===== src/rtl/edge_distance_engine.sv =====
// Builds an N x N Manhattan distance table from coordinate memories XMEM/YMEM.
// Row-major walk: the row node is captured once, then every column node is streamed past it.
//
// state   | meaning
// --------+----------------------------------------------------------
// S_IDLE  | waiting for start; N latched on an accepted start
// S_RD_I  | present row index i on coord_addr
// S_CAP_I | capture xi/yi from the memory read data
// S_RD_J  | present column index j on coord_addr
// S_WR_J  | write |xi-xj|+|yi-yj| to {i,j}, then step j, i or finish
// S_DONE  | one-cycle done pulse; err reflects the latched N
module edge_distance_engine (
    input  logic       clk,
    input  logic       reset,
    input  logic       start,
    input  logic [4:0] node_count,
    output logic [7:0] coord_addr,
    input  logic [7:0] x_q,
    input  logic [7:0] y_q,
    output logic [7:0] dist_addr,
    output logic [8:0] dist_data,
    output logic       dist_wren,
    output logic       busy,
    output logic       done,
    output logic       err
);

    typedef enum logic [2:0] {
        S_IDLE,
        S_RD_I,
        S_CAP_I,
        S_RD_J,
        S_WR_J,
        S_DONE
    } state_t;

    state_t     r_state, w_state_nxt;
    logic [4:0] r_n, w_n_nxt;
    logic [3:0] r_i, w_i_nxt;
    logic [3:0] r_j, w_j_nxt;
    logic [7:0] r_xi, w_xi_nxt;
    logic [7:0] r_yi, w_yi_nxt;
    logic [7:0] r_addr_hold;
    logic       r_err, w_err_nxt;

    logic [7:0] w_dx;
    logic [7:0] w_dy;
    logic       w_j_more;
    logic       w_i_more;

    assign w_j_more = (({1'b0, r_j} + 5'd1) < r_n);
    assign w_i_more = (({1'b0, r_i} + 5'd1) < r_n);

    always_comb begin
        w_state_nxt = r_state;
        w_n_nxt     = r_n;
        w_i_nxt     = r_i;
        w_j_nxt     = r_j;
        w_xi_nxt    = r_xi;
        w_yi_nxt    = r_yi;
        w_err_nxt   = r_err;
        case (r_state)
            S_IDLE: begin
                if (start) begin
                    w_n_nxt   = node_count;
                    w_err_nxt = (node_count > 5'd16);
                    w_i_nxt   = 4'd0;
                    w_j_nxt   = 4'd0;
                    if (node_count == 5'd0 || node_count > 5'd16) begin
                        w_state_nxt = S_DONE;
                    end else begin
                        w_state_nxt = S_RD_I;
                    end
                end
            end
            S_RD_I: w_state_nxt = S_CAP_I;
            S_CAP_I: begin
                w_xi_nxt    = x_q;
                w_yi_nxt    = y_q;
                w_j_nxt     = 4'd0;
                w_state_nxt = S_RD_J;
            end
            S_RD_J: w_state_nxt = S_WR_J;
            S_WR_J: begin
                if (w_j_more) begin
                    w_j_nxt     = r_j + 4'd1;
                    w_state_nxt = S_RD_J;
                end else if (w_i_more) begin
                    w_i_nxt     = r_i + 4'd1;
                    w_state_nxt = S_RD_I;
                end else begin
                    w_state_nxt = S_DONE;
                end
            end
            S_DONE: w_state_nxt = S_IDLE;
            default: w_state_nxt = S_IDLE;
        endcase
    end

    always_ff @(posedge clk) begin
        if (reset) begin
            r_state     <= S_IDLE;
            r_n         <= 5'd0;
            r_i         <= 4'd0;
            r_j         <= 4'd0;
            r_xi        <= 8'd0;
            r_yi        <= 8'd0;
            r_addr_hold <= 8'd0;
            r_err       <= 1'b0;
        end else begin
            r_state     <= w_state_nxt;
            r_n         <= w_n_nxt;
            r_i         <= w_i_nxt;
            r_j         <= w_j_nxt;
            r_xi        <= w_xi_nxt;
            r_yi        <= w_yi_nxt;
            r_addr_hold <= coord_addr;
            r_err       <= w_err_nxt;
        end
    end

    // Address is live in the read states and frozen everywhere else.
    always_comb begin
        coord_addr = r_addr_hold;
        if (r_state == S_RD_I) begin
            coord_addr = {4'b0, r_i};
        end else if (r_state == S_RD_J) begin
            coord_addr = {4'b0, r_j};
        end
    end

    assign w_dx = (r_xi >= x_q) ? (r_xi - x_q) : (x_q - r_xi);
    assign w_dy = (r_yi >= y_q) ? (r_yi - y_q) : (y_q - r_yi);

    assign dist_data = {1'b0, w_dx} + {1'b0, w_dy};
    assign dist_addr = {r_i, r_j};
    assign dist_wren = (r_state == S_WR_J);
    assign busy      = (r_state != S_IDLE) && (r_state != S_DONE);
    assign done      = (r_state == S_DONE);
    assign err       = r_err;

endmodule

===== config.mk =====
export PLATFORM = sky130hd
export DESIGN_NAME = edge_distance_engine
export DESIGN_NICKNAME = d
export VERILOG_FILES = /design/src/rtl/edge_distance_engine.sv
export SDC_FILE = /design/constraint.sdc
export NUM_CORES = 1
export LEC_CHECK = 0
export BUFFER_PORTS_ARGS = -buffer_cell sky130_fd_sc_hd__buf_2
export CORE_UTILIZATION = 55
export CTS_CLUSTER_SIZE = 30
export DETAILED_ROUTE_END_ITERATION = 16
export PLACE_DENSITY = 0.77
export SYNTH_ARGS = -nofsm -noshare
export SYNTH_HDL_FRONTEND = slang
export SYNTH_SLANG_ARGS = --single-unit

===== constraint.sdc =====
create_clock -name clk -period 7.1 [get_ports clk]
set_input_delay 1.42 -clock clk [delete_from_list [all_inputs] [get_ports clk]]
set_output_delay 1.42 -clock clk [all_outputs]
set_load 0.005 [all_outputs]

* After elaboration in Yosys (flattened, before gate mapping) *
Cells that the tools add are included.

word-level totals
  bits in registers = 41
  input port bits = 24
  output and inout port bits = 29
  logic and storage cells = 57

operators by class
  add/subtract/negate cells = 9
  order comparisons = 5
  eq/ne operators = 10
  muxes and demuxes = 15
  reductions and logical operators = 10

operator list
  cell                                                             count
  8-bit 2-to-1 mux                                                 4
  8-bit subtractor                                                 4
  8-bit greater-or-equal comparator                                2
  4-bit 2-to-1 mux                                                 4
  3-bit case mux with 5 select lines                               1
  3-bit 2-to-1 mux                                                 4
  4-bit case mux with 3 select lines                               1
  4-bit by 1-bit adder with 5-bit output, second input constant    2
  5-bit < comparator                                               2
  8-bit by 8-bit adder with 9-bit output                           1
  4-bit by 1-bit adder with 4-bit output, second input constant    2
  4-bit case mux with 2 select lines                               1
  3-bit by 2-bit == test with 1-bit output, second input constant  2
  3-bit == test, second input constant                             2
  3-bit nonzero test                                               2
  5-bit greater-than comparator, second input constant             1
  5-bit zero test                                                  1
  2-bit by 1-bit != test with 1-bit output, second input constant  2
  2-bit != test, second input constant                             2
  4-bit AND reduction                                              1
  3-bit by 1-bit == test with 1-bit output, second input constant  1
  3-bit zero test                                                  1
  3-bit != test, second input constant                             1
  3-bit AND reduction                                              1
  other kinds (4)                                                  4

* Depth between registers and ports, before layout *
  depth in word-level cells = 5
  gate-level depth with buffers = 19
  depth with buffers taken out = 18

* Worst setup path after synthesis *
OpenSTA, ideal clock, no wires.

  kind = input to output
  from = input port y_q[0]
  to = output port dist_data[8]
  data arrival time = 4.502 ns
  data required time = 5.680 ns
  setup slack = 1.178 ns
  stages = 15
  buffers on the path = 0
  path through = ha_1 > inv_1 > fa_1 > a21oi_1 > o21ai_0 > a221oi_4 > mux2_2 > fa_1 > a21o_1 > a21oi_1 > o21bai_1 > a21oi_1 > nor2b_1 > o21ai_0 > nand2b_1

between the ends
  word-level cells in the longest chain between the ends = 3
  elaborated cells between the ends (all ways) = 5
  those cells by class = 3 x add/sub; 1 x order compare; 1 x mux

ends and longest elaborated chain
  item                                                                   line  text
  from (decl)                                                            19    input logic [7:0] y_q,
  8-bit subtractor or 8-bit greater-or-equal comparator (tied branches)  133   assign w_dy = (r_yi >= y_q) ? (r_yi - y_q) : (y_q - r_yi);
  8-bit 2-to-1 mux *                                                     133
  8-bit by 8-bit adder with 9-bit output *                               135   assign dist_data = {1'b0, w_dx} + {1'b0, w_dy};
  to (decl)                                                              21    output logic [8:0] dist_data,

Every way passes the cells marked *; elsewhere a longest branch is shown, timed or not.

* Worst setup path after layout *
  from = input port x_q[0]
  to = output port dist_data[8]

between the ends
  word-level cells in the longest chain between the ends = 3
  elaborated cells between the ends (all ways) = 5
  those cells by class = 3 x add/sub; 1 x order compare; 1 x mux

ends and longest elaborated chain
  item                                                                   line  text
  from (decl)                                                            18    input logic [7:0] x_q,
  8-bit subtractor or 8-bit greater-or-equal comparator (tied branches)  132   assign w_dx = (r_xi >= x_q) ? (r_xi - x_q) : (x_q - r_xi);
  8-bit 2-to-1 mux *                                                     132
  8-bit by 8-bit adder with 9-bit output *                               135

Marks and branches as above.

==> flow_summary.json <==
{
  "cts_resized": 0,
  "clk_pin_slew_ps": 90,
  "layer_with_the_highest_usage_after_global_routing": "met2",
  "status": "finished, final reports clean",
  "share_of_total_power_in_the_clock_network": 0.192,
  "rows": 28,
  "buffer_ports.inserted": 52,
  "synth_top_flop_cell": "dfxtp_1",
  "synthArstFlopShare": 0,
  "cts.hold.buffers_added": 0,
  "fin_skew_ps": 5.37,
  "final_antenna_net_count": 0,
  "vias": 3136,
  "clkLatencyLatePin_ps": 310,
  "met3_usage": 0.0429,
  "grt_max_degree": 43,
  "synthesis.yosys.warnings": 0,
  "worst-path-max-fanout": 11,
  "internal_power_contribution_w": 0.000616,
  "power_frac_seq": 0.269,
  "drt-initial-drc-count": 102,
  "worstPathArrival_ps": 5170,
  "boundaryPins": 53,
  "synthDominantCellAreaShare": 0.231,
  "cts_setup_buffers": 0,
  "final_nets": 574,
  "hpwlAfterDp_um": 5870,
  "worstSetupStartpointType": "input pin",
  "fin_cells": 572,
  "synthDominantAreaCellType": "dfxtp_1",
  "endpoint_kind": "primary output",
  "grt-ovfl-total": 0,
  "setup_viol_count_final": 0,
  "fp.dieArea_mm2": 0.00678,
  "route.detailed.drc": 0,
  "post_synthesis_register_bit_count": 41,
  "post_drt_via_cell_ratio": 5.48,
  "met1_usage": 0.274,
  "timing.final.crit_period_ps": 6590,
  "multi_input_comb_area_mm2": 0.00247,
  "leakage_nw": 1.92,
  "number_of_standard_cells_after_synthesis": 450,
  "design.core.area_mm2": 0.00606,
  "via_count_of_the_first_global_routing_pass": 2948,
  "final_cell_mix": "58 x nand2_1, 53 x inv_1, 52 x buf_2",
  "worst_pin_slew_ps": 859,
  "max_cap_violations": 0,
  "sequential_cell_area_um2": 821,
  "hold_wc_path_type": "flip-flop to flip-flop",
  "cts_inserted_buffers": 5,
  "firstDrtPassIters": 4,
  "grt_util_all_layers": 0.242,
  "layout.core_utilization": 0.654,
  "gp_congestion": 0.910,
  "clkSinkCount": 41,
  "cts.htree.levels": 2,
  "max_freq_ghz": 0.152,
  "mostFrequentLayoutCell": "nand2_1",
  "flow.area_growth_from_synthesis_pct": 11.7,
  "detail_route.wirelength_um": 7590,
  "die_h_um": 82.3,
  "clk_root_buffer_cell": "clkbuf_8",
  "netlist_top_cells_area": "dfxtp_1 23%, ha_1 17%, a21oi_1 7.2%",
  "numPlacedInstances": 564,
  "clock_tree.buffer_depth": 2,
  "hold_violations": 0,
  "p_comb_frac": 0.538,
  "fp.dieW_um": 82.3,
  "total_switching_power_w": 0.000419,
  "synth-seq-area-share": 0.231,
  "max_slew_margin": 0.419,
  "power_switching_share": 0.405,
  "postSynthNetCount": 528,
  "rsz_0062_raised_after_global_routing": "false",
  "grt_first_pass_wirelength_um": 12700,
  "fillers": 569,
  "final-max-slew-violation-count": 0,
  "tritoncts_clock_tree": "yes",
  "routed_wire_length_per_instance_um": 13.3,
  "avgSynthCellArea_um2": 7.89,
  "synth-edff-count": 0,
  "met2_usage": 0.452,
  "antennaDiodeCount": 0,
  "antenna_found_initial": 0,
  "timing.hold.ws_ps": 459,
  "netlist_area_mm2": 0.00355,
  "fin_crit_sh": 0.928,
  "timing.setup.tns_ps": 0,
  "synth_cell_types": 53,
  "timing_worst_setup_path_type": "input pin to primary output",
  "ir_drop_uv": 382,
  "timing.critical_path.required_ps": 5680,
  "drive_above_1_share": 0.157,
  "cellPowerDensity_mw_per_mm2": 261,
  "initial_core_util": 0.586
}
## cell families after synthesis
kind of cell / after synthesis / share of synthesized area
AO/OA/AOI/OAI: 118 / 0.214
multiplexers: 18 / 0.0539
flip-flops: 41 / 0.231
adder cells (fa/ha/maj): 54 / 0.201
XOR/XNOR: 22 / 0.0543
buffers and inverters: 67 / 0.0726
AND/OR/NAND/NOR: 130 / 0.173
## path summary, 6_finish.rpt
| check | start | endpoint | slack [ps] | depth (start not counted) |
|---|---|---|---|---|
| worst max-delay path | x_q[0] | dist_data[8] | 510 | 19 |
| worst min-delay path | err$_SDFFE_PP0P_ | err$_SDFFE_PP0P_ | 460 | 2 |
| worst max register to register | r_j[0]$_SDFFE_PP0P_ | r_j[3]$_SDFFE_PP0P_ | 4500 | 9 |
| worst min register to register | err$_SDFFE_PP0P_ | err$_SDFFE_PP0P_ | 460 | 2 |
## metal layers
layer / share of wire / vias to the layer above / wire (um)
met3: 0.037 / 12 / 279
met5: 0 / - / 0
met4: 0.017 / 0 / 129
li1: - / 1613 / -
met1: 0.45 / 1445 / 3380
met2: 0.50 / 66 / 3800
## worst max-delay path: stages
cell and delay, ps:
buf_2 100, ha_1 200, inv_1 70, fa_1 380, a21o_1 190, a21o_1 210
a21oi_2 470, mux2_2 420, a21oi_1 130, o21ba_1 150, xnor2_1 70, ha_1 340
a21oi_1 240, o21bai_1 90, a21oi_1 240, nor2b_1 70, o21ai_0 170, nand2b_1 70
buf_2 120
## power by group through the flow
stage          Clock, W  Combinational (W)  Sequential [W]
2_1_floorplan         0           0.000412        0.000269
3_3_place_gp          0           0.000543        0.000283
3_5_place_dp          0           0.000555        0.000284
4_1_cts        0.000205           0.000559        0.000279
5_1_grt        0.000210           0.000632        0.000283
6_report       0.000199           0.000557        0.000279
## sequential cells by signal (all words and copies together) (netlist names)
register / flops
r_addr_hold: 8
r_xi: 8
r_yi: 8
r_n: 5
r_i: 4
r_j: 4
r_state: 3
err: 1
## through the flow
step / setup WS [ps] / area [um2] / power, W
after floorplan: 1180 / 3550 / 0.000681
after global placement: 714 / 3850 / 0.000826
after detailed placement: 571 / 3850 / 0.000839
after CTS: 555 / 3970 / 0.00104
after global routing: 237 / 3970 / 0.00113
final: 513 / 3970 / 0.00103
## cell usage after synthesis, types with 2 or more instances
library cell and number:
a41o_1 2, a22o_1 3, mux2i_1 12, dfxtp_1 41, nor2_1 20, o21bai_1 4
nand3b_1 2, xnor2_1 15, a21o_1 11, nor2b_1 14, clkbuf_1 10, and2_1 7
a21boi_0 2, xor2_1 7, or2_2 4, o21ai_0 18, a21oi_1 51, o21a_1 7
nand2_1 58, mux2_2 5, nor3_1 6, ha_1 49, fa_1 5, a211oi_1 3
nand2b_1 6, a21oi_2 2, nand3_1 4, o21ai_2 2, inv_1 53, and3_1 4
## area by class of cell
class | count | share of cell area
Tap cell | 75 | 0.0237
Clock buffer | 5 | 0.0174
Inverter | 53 | 0.0502
Sequential cell | 41 | 0.207
Clock inverter | 3 | 0.0110
Timing Repair Buffer | 53 | 0.0675
Multi-Input combinational cell | 342 | 0.623
Power figures use the tool's default switching activity.
